[config.mk]
export PLATFORM = sky130hd
export DESIGN_NAME = pomodoro_display
export DESIGN_NICKNAME = d
export VERILOG_FILES = /design/src/rtl/pomodoro_pkg.sv /design/src/rtl/pomodoro_display_seg7.sv /design/src/rtl/pomodoro_display.sv
export SDC_FILE = /design/constraint.sdc
export NUM_CORES = 1
export LEC_CHECK = 0
export BUFFER_PORTS_ARGS = -buffer_cell sky130_fd_sc_hd__buf_4
export CORE_MARGIN = 2
export CORE_UTILIZATION = 40
export CTS_BUF_LIST = sky130_fd_sc_hd__clkbuf_8
export CTS_CLUSTER_DIAMETER = 120
export DETAILED_ROUTE_END_ITERATION = 10
export GPL_TIMING_DRIVEN = 1
export PLACE_DENSITY_LB_ADDON = 0.08
export SLEW_MARGIN = 20
export SYNTH_ARGS = -nofsm -noshare
export SYNTH_HDL_FRONTEND = slang
export SYNTH_SLANG_ARGS = --single-unit
[constraint.sdc]
create_clock -name clk -period 3.9 [get_ports clk]
set_input_delay 0.585 -clock clk [delete_from_list [all_inputs] [get_ports clk]]
set_output_delay 0.585 -clock clk [all_outputs]
set_load 0.02 [all_outputs]
[src/rtl/pomodoro_pkg.sv]
// Shared types and constants for the pomodoro timer/display block.
// State encoding, preset times, blank code, 7-segment table and BCD countdown helper.
package pomodoro_pkg;

  typedef enum logic [1:0] {
    IDLE = 2'd0,
    RUN  = 2'd1,
    DONE = 2'd2
  } state_t;

  localparam logic [15:0] PRESET_05 = 16'h0500;
  localparam logic [15:0] PRESET_10 = 16'h1000;
  localparam logic [15:0] PRESET_15 = 16'h1500;
  localparam logic [15:0] PRESET_25 = 16'h2500;

  localparam logic [3:0] BLANK = 4'hF;

  // Index 0 is the rightmost entry; codes A-F are blank.
  localparam logic [15:0][7:0] SEG7_LUT = {
    8'hFF, 8'hFF, 8'hFF, 8'hFF, 8'hFF, 8'hFF,
    8'h90, 8'h80, 8'hF8, 8'h82, 8'h92, 8'h99, 8'hB0, 8'hA4, 8'hF9, 8'hC0
  };

  // MM:SS BCD decrement; seconds tens borrow from 5, all other digits from 9.
  function automatic logic [15:0] bcd_dec(input logic [15:0] v);
    logic [15:0] r;
    r = v;
    if (r[3:0] != 4'd0) begin
      r[3:0] = r[3:0] - 4'd1;
    end else begin
      r[3:0] = 4'd9;
      if (r[7:4] != 4'd0) begin
        r[7:4] = r[7:4] - 4'd1;
      end else begin
        r[7:4] = 4'd5;
        if (r[11:8] != 4'd0) begin
          r[11:8] = r[11:8] - 4'd1;
        end else begin
          r[11:8]  = 4'd9;
          r[15:12] = r[15:12] - 4'd1;
        end
      end
    end
    return r;
  endfunction

endpackage

[src/rtl/pomodoro_display_seg7.sv]
// seg7_decoder: 4-bit digit code to active-low {dp,g,f,e,d,c,b,a} pattern.
module seg7_decoder
  import pomodoro_pkg::*;
(
  input  logic [3:0] code,
  output logic [7:0] seg
);

  assign seg = SEG7_LUT[code];

endmodule

[src/rtl/pomodoro_display.sv]
// Pomodoro countdown timer with 8-digit serial 7-segment driver.
// Optional macro DONE_BLINK_EN: blink the MM:SS digits once the countdown reaches 00:00.
module pomodoro_display
  import pomodoro_pkg::*;
#(
  parameter logic [26:0] COUNT_LIM = 27'd100_000_000
) (
  input  logic        clk,
  input  logic        rst,
  input  logic [3:0]  btn,
  output logic        sclk,
  output logic        rclk,
  output logic        dio,
  output logic [15:0] displayed_number,
  output logic [15:0] mod_cnt,
  output logic [26:0] one_second_counter,
  output logic [3:0]  LED_0, LED_1, LED_2, LED_3, LED_4, LED_5, LED_6, LED_7,
  output logic [7:0]  NUM_0, NUM_1, NUM_2, NUM_3, NUM_4, NUM_5, NUM_6, NUM_7
);

  state_t      state;
  logic [3:0]  btn_q;
  logic [3:0]  rise;
  logic        press;
  logic [15:0] sel_preset;
  logic [7:0]  preset_min;
  logic        tick;
  logic [15:0] dec_value;
  logic        blink;
  logic [3:0]  led [8];
  logic [7:0]  num [8];

  assign rise      = btn & ~btn_q;
  assign press     = |rise;
  assign tick      = (state == RUN) && (one_second_counter == COUNT_LIM - 27'd1);
  assign dec_value = bcd_dec(displayed_number);

  always_comb begin
    sel_preset = PRESET_25;
    if (rise[3])      sel_preset = PRESET_05;
    else if (rise[2]) sel_preset = PRESET_10;
    else if (rise[1]) sel_preset = PRESET_15;
  end

  always_ff @(posedge clk) begin
    if (rst) begin
      state              <= IDLE;
      btn_q              <= '0;
      displayed_number   <= '0;
      preset_min         <= '0;
      one_second_counter <= '0;
    end else begin
      btn_q <= btn;
      if (press) begin
        displayed_number   <= sel_preset;
        preset_min         <= sel_preset[15:8];
        one_second_counter <= '0;
        state              <= RUN;
      end else if (state == RUN) begin
        if (tick) begin
          one_second_counter <= '0;
          displayed_number   <= dec_value;
          if (dec_value == 16'h0000) state <= DONE;
        end else begin
          one_second_counter <= one_second_counter + 27'd1;
        end
      end else begin
        one_second_counter <= '0;
      end
    end
  end

`ifdef DONE_BLINK_EN
  logic [26:0] blink_cnt;

  // Held cleared outside DONE, so every entry into DONE starts with digits visible.
  always_ff @(posedge clk) begin
    if (rst || state != DONE) begin
      blink_cnt <= '0;
      blink     <= 1'b0;
    end else if (blink_cnt == COUNT_LIM - 27'd1) begin
      blink_cnt <= '0;
      blink     <= ~blink;
    end else begin
      blink_cnt <= blink_cnt + 27'd1;
    end
  end
`else
  assign blink = 1'b0;
`endif

  always_comb begin
    led[0] = displayed_number[3:0];
    led[1] = displayed_number[7:4];
    led[2] = displayed_number[11:8];
    led[3] = displayed_number[15:12];
    if (state == DONE && blink) begin
      led[0] = BLANK;
      led[1] = BLANK;
      led[2] = BLANK;
      led[3] = BLANK;
    end
    led[4] = (state == IDLE) ? BLANK : preset_min[3:0];
    led[5] = (state == IDLE) ? BLANK : preset_min[7:4];
    led[6] = BLANK;
    led[7] = BLANK;
  end

  for (genvar g = 0; g < 8; g++) begin : g_dec
    seg7_decoder u_dec (
      .code (led[g]),
      .seg  (num[g])
    );
  end

  assign {LED_7, LED_6, LED_5, LED_4} = {led[7], led[6], led[5], led[4]};
  assign {LED_3, LED_2, LED_1, LED_0} = {led[3], led[2], led[1], led[0]};
  assign {NUM_7, NUM_6, NUM_5, NUM_4} = {num[7], num[6], num[5], num[4]};
  assign {NUM_3, NUM_2, NUM_1, NUM_0} = {num[3], num[2], num[1], num[0]};

  logic [2:0]  digit_idx;
  logic [3:0]  bit_idx;
  logic [15:0] shift_word;

  // Each digit occupies 32 scan cycles: 16 bits, two cycles per bit (sclk low, then high).
  assign digit_idx  = mod_cnt[7:5];
  assign bit_idx    = mod_cnt[4:1];
  assign shift_word = {num[digit_idx], 8'd1 << digit_idx};

  always_ff @(posedge clk) begin
    if (rst) begin
      mod_cnt <= '0;
      sclk    <= 1'b0;
      rclk    <= 1'b0;
      dio     <= 1'b0;
    end else begin
      mod_cnt <= mod_cnt + 16'd1;
      sclk    <= mod_cnt[0];
      rclk    <= (mod_cnt[4:0] == 5'd0);
      dio     <= shift_word[4'd15 - bit_idx];
    end
  end

endmodule

# Word level (Yosys, flattened, before mapping)

Memory sizes are Yosys's and may differ from the RTL's. A register that Yosys moved wholly into a read port is not among the register bits.
Cells that the tools add are included.

Flip-flop bits (word level): 76
Logic and storage cells: 91
Bits in read-only memories: 768
Bits of input ports: 6
Memories: 6
RAM bits: 0
Bits in latches: 0

Eq/ne operators: 2
Multiplexer cells: 37
Reductions and logical operators: 16
Multipliers: 0
Divide/modulo/power cells: 0
Shift operators: 1
Add/subtract/negate cells: 7
$lt $le $gt $ge: 8
Bitwise gates (word level): 4

Memory list:

| name            | depth | bits a word | read ports | clocked after Yosys merged registers in | write ports | line                       | text |
|---|---|---|---|---|---|---|---|
| (no name shown) | 16    | 8           | 1          | 1                                       | 0           | pomodoro_display_seg7.sv:9 | `assign seg = SEG7_LUT[code];` |
| (no name shown) | 16    | 8           | 1          | 1                                       | 0           | pomodoro_display_seg7.sv:9 |  |
| (no name shown) | 16    | 8           | 1          | 1                                       | 0           | pomodoro_display_seg7.sv:9 |  |
| (no name shown) | 16    | 8           | 1          | 0                                       | 0           | pomodoro_display_seg7.sv:9 |  |
| (no name shown) | 16    | 8           | 1          | 1                                       | 0           | pomodoro_display_seg7.sv:9 |  |
| (no name shown) | 16    | 8           | 1          | 0                                       | 0           | pomodoro_display_seg7.sv:9 |  |

Operator list:

| cell                                                        | number |
|---|---|
| 2-to-1 mux 8 bit                                            | 9 |
| 2-to-1 mux 4 bit                                            | 14 |
| 2-to-1 mux 16 bit                                           | 3 |
| 2-to-1 mux 14 bit                                           | 3 |
| less-than comparator 4 x 5 -> 1 bit (second input constant) | 7 |
| adder 27 x 1 -> 27 bit (second input constant)              | 1 |
| == test 27 bit (second input constant)                      | 1 |
| binary-select mux 8 bit (select 3 bit)                      | 1 |
| adder 16 x 1 -> 16 bit (second input constant)              | 1 |
| zero test 16 bit                                            | 1 |
| subtractor 4 x 1 -> 4 bit (second input constant)           | 4 |
| 2-to-1 mux 12 bit                                           | 1 |
| nonzero test 4 bit                                          | 3 |
| << shifter 1 x 3 -> 8 bit (first input constant)            | 1 |
| OR reduction 7 bit                                          | 1 |
| AND reduction 3 bit                                         | 2 |
| nonzero test 2 bit                                          | 3 |
| zero test 5 bit                                             | 1 |
| 2-to-1 mux 1 bit                                            | 5 |
| OR reduction 5 bit                                          | 1 |
| AND 4 bit                                                   | 1 |
| binary-select mux 1 bit (select 4 bit)                      | 1 |
| >= comparator 4 bit (second input constant)                 | 1 |
| NOT 3 -> 4 bit                                              | 1 |
| 8 further kinds                                             | 8 |

# Longest topological paths before layout

Depth after elaboration: 9
Depth in mapped cells: 13

# Hierarchy

Synthesis repeated with hierarchy kept, for this count alone.

Cell total of the unflattened synthesis: 734
Area total of the unflattened synthesis: 5,769.3 um^2

Modules (own cells, without submodules):

| module                             | times used | area each (um^2) | cells an instance |
|---|---|---|---|
| pomodoro_display                   | 1          | 4,007.6          | 456 |
| seg7_decoder at g_dec[0].u_dec ... | 7          | 221.5            | 35 |
| seg7_decoder at g_dec[1].u_dec     | 1          | 211.5            | 33 |

# Worst setup path before layout

Ideal clock, no wire load.

Path type: register -> register
Start point: register one_second_counter[0]
End point: register NUM_0[5] (netlist name)
Buffers on the path: 2
Stages on the path, launching flop included: 14
Slack: 0.688 ns
Setup time: 0.070 ns
Arrival time: 3.142 ns
Path through: dfxtp_1 ha_1 and4_1 buf_4 nand2_4 or3_1 buf_2 or4_1 a21oi_2 and2_1 inv_1 ha_1 mux2_2 a21oi_1

RTL lines:

| element                | line                   | text |
|---|---|---|
| start, declared        | pomodoro_display.sv:16 | `output logic [26:0] one_second_counter,` |
| start signal, assigned | pomodoro_display.sv:65 | `one_second_counter <= one_second_counter + 27'd1;` |

==> flow_summary.json <==
{
  "synth_fa_ha_area_share_pct": 5.76,
  "cp_cell_sequence": "ha_1, and4_1, nand2_4, or3_1, or4_1, a21oi_2, and2_1, inv_1, ha_1, mux2_2, a21oi_1",
  "worstMarginPinSlew_ps": 667,
  "required_ps": 4210,
  "cp_max_fo": 9,
  "num-nets-final": 787,
  "finalHoldViolCount": 0,
  "cts_buffers": 9,
  "maxCapViolCount": 0,
  "fin_skew_ps": 9.69,
  "p_leak_nw": 2.82,
  "wire_per_inst_microns": 16.1,
  "grt_pass1_vias": 4496,
  "synth_edf_count": 0,
  "peakVddDrop_v": 0.000129,
  "grt_first_pass_wirelength_microns": 23400,
  "critPathLaunchType": "register",
  "routed-via-count": 4843,
  "cts_setup_buffers": 0,
  "drt_pass1_iterations": 5,
  "slowest_delay_ps": 540,
  "remaining_drc_errors": 0,
  "ios": 164,
  "htreeDepth": 3,
  "cp.arrival_ps": 3640,
  "rsz0062_at_grt": "false",
  "setup_viol": 0,
  "cts-root-buf": "clkbuf_8",
  "wl_microns": 15100,
  "diodes": 0,
  "syn_area_sq_mm": 0.00564,
  "finalCritPeriodShare_pct": 85.2,
  "core-area_sq_mm": 0.0138,
  "antenna_found_initial": 0,
  "synth_common_cells": "99 x dfxtp_1, 79 x nor2_1, 60 x buf_4",
  "hpwl_microns": 11600,
  "final_antenna_net_count": 0,
  "critical_path_class": "reg -> reg",
  "dpl_worst_slack_ps": 607,
  "grt_max_degree": 38,
  "cts_resized": 0,
  "yosysWarnings": 0,
  "hold_path.class": "in -> reg",
  "fmax_ghz": 0.301,
  "holdWs_ps": 430,
  "synth_cells": 650,
  "synth-async-reset-ratio_pct": 0,
  "synth_top_area_cell": "dfxtp_1",
  "setup_tns_ps": 0,
  "timing.slew.headroom_pct": 55.5,
  "cts.clk_slew.worst_paths_ps": 90,
  "synth_seq_area_share_pct": 35.1,
  "port_buffers": 133,
  "synth_mux_area_share_pct": 5.43,
  "start_util_pct": 40.8,
  "synthSimpleGateAreaFrac_pct": 23.4,
  "hold_buffers": 0,
  "synthXorXnorAreaFrac_pct": 6.98,
  "layout_min_cycle_time_ps": 3320,
  "worstSetupEndpointType": "register",
  "status": "complete, no violations",
  "grtUsageTotal_pct": 20.0,
  "timing.critical_path.mode_cell": "ha_1",
  "synthTopCellsByArea": "dfxtp_1 35%, buf_4 8.0%, ha_1 5.8%, nor2_1 5.3%, xnor2_1 3.7%",
  "globalplace.congestion": 0.892,
  "drt_iter0_markers": 281,
  "yosys.area.top_type_share_pct": 35.1,
  "synthFlopType": "dfxtp_1",
  "rows": 43,
  "p_total_w": 0.00198,
  "chipHeight_microns": 123,
  "gr-total-overflow": 0,
  "clkSinkCount": 99,
  "fin_ws_ps": 576,
  "synth_most_common_cell": "dfxtp_1",
  "insertion_delay_ps": 380,
  "vias_per_cell": 5.16,
  "synth_cell_types": 71,
  "syn_to_final_growth_pct": 19.0,
  "slowest_stage": "or4_1",
  "slew_viol_final": 0,
  "dieArea_sq_mm": 0.0151,
  "post_synth.cell_area_avg_sq_um": 8.68,
  "cts_tree": "built",
  "r2r_slack_ps": 580,
  "ys_seq_elements": 99,
  "dieWidth_microns": 123,
  "synth_top_family_by_area": "simple AND/OR/NAND/NOR gates",
  "p_per_area_mw_per_mm2": 294,
  "clockBufferDepth": 2,
  "synth-compound-area-share_pct": 11.3,
  "drive_above_1_share_pct": 25.7
}
==> cell type report <==
type / instances / area (sq um)
fill: 1331 / 7110
sequential: 99 / 1980
clock inverter: 4 / 28.8
timing repair buffer: 149 / 1120
tap: 180 / 225
clock buffer: 10 / 138
inverter: 33 / 129
multi-input combinational: 463 / 3100
==> sequential cells by signal, summed over array words and instances (netlist names) <==
signal	count
mod_cnt	16
btn_q	4
displayed_number	16
NUM_1	7
one_second_counter	27
preset_min	3
NUM_0	7
rclk	1
NUM_3	7
state	2
sclk	1
dio	1
NUM_2	7
==> critical path: cells and delay by family (launching register included) <==
kind	cells	cell delay, ps
compound gates	2	400
fa+ha+maj	2	440
buf+inv	1	100
flops	1	400
mux	1	260
simple gates	5	1670
==> report_power, final <==
part | internal [W] | switching [W] | leakage (nW)
registers | 0.00104 | 0.0000307 | 0.805
logic | 0.000118 | 0.000188 | 1.94
clock network | 0.000242 | 0.000361 | 0.0802
total | 0.00140 | 0.000579 | 2.82
==> layout by cell type (no fill, tap or decap), types with 3 or more instances in the layout <==
cell type and n:
a211oi_1 4, nor4b_1 3, and3_1 11, mux2i_1 7, clkbuf_8 10, mux2_2 4
buf_4 149, nor2b_1 9, nor4_1 11, xnor2_1 24, o21ai_0 16, o21a_1 6
nand4_1 9, dfxtp_1 99, nand3_1 24, xor2_1 21, mux4_2 8, nor2_1 79
ha_1 26, nand2b_1 7, nor3_1 14, a31oi_1 5, a21oi_1 32, or3_1 9
nand2_1 36, a221oi_1 3, nand3b_1 3, conb_1 30, and2_1 9, inv_1 32
==> stage by stage <==
stage | utilization [%] | cell area, sq um | instances
3_5_place_dp | 47.4 | 6550 | 924
4_1_cts | 48.6 | 6720 | 938
6_report | 48.6 | 6720 | 938
2_1_floorplan | - | 5750 | 679
3_3_place_gp | 47.4 | 6550 | 924
5_1_grt | 48.6 | 6720 | 938
==> worst paths after layout <==
check | start | to | depth (start not counted)
setup / recovery | one_second_counter[0] | NUM_0[5] | 11
hold / removal | btn[0] | btn_q[0] | 2
setup reg to reg | one_second_counter[0] | NUM_0[5] | 11
hold reg to reg | one_second_counter[0] | one_second_counter[0] | 1
==> cells by family after synthesis <==
logic type | Yosys count
compound gates | 95
xor+xnor | 45
fa+ha+maj | 26
buf+inv | 117
flops | 99
mux | 20
other cells | 1
simple gates | 247
==> routing by layer <==
layer	GRT usage [%]	routed length (microns)	up-vias
met4	7.40	268	0
met2	32.4	7150	167
met3	2.79	839	17
li1	-	-	2354
met1	27.0	6850	2305
met5	0	0	-
(Power assumes the default switching activity.)
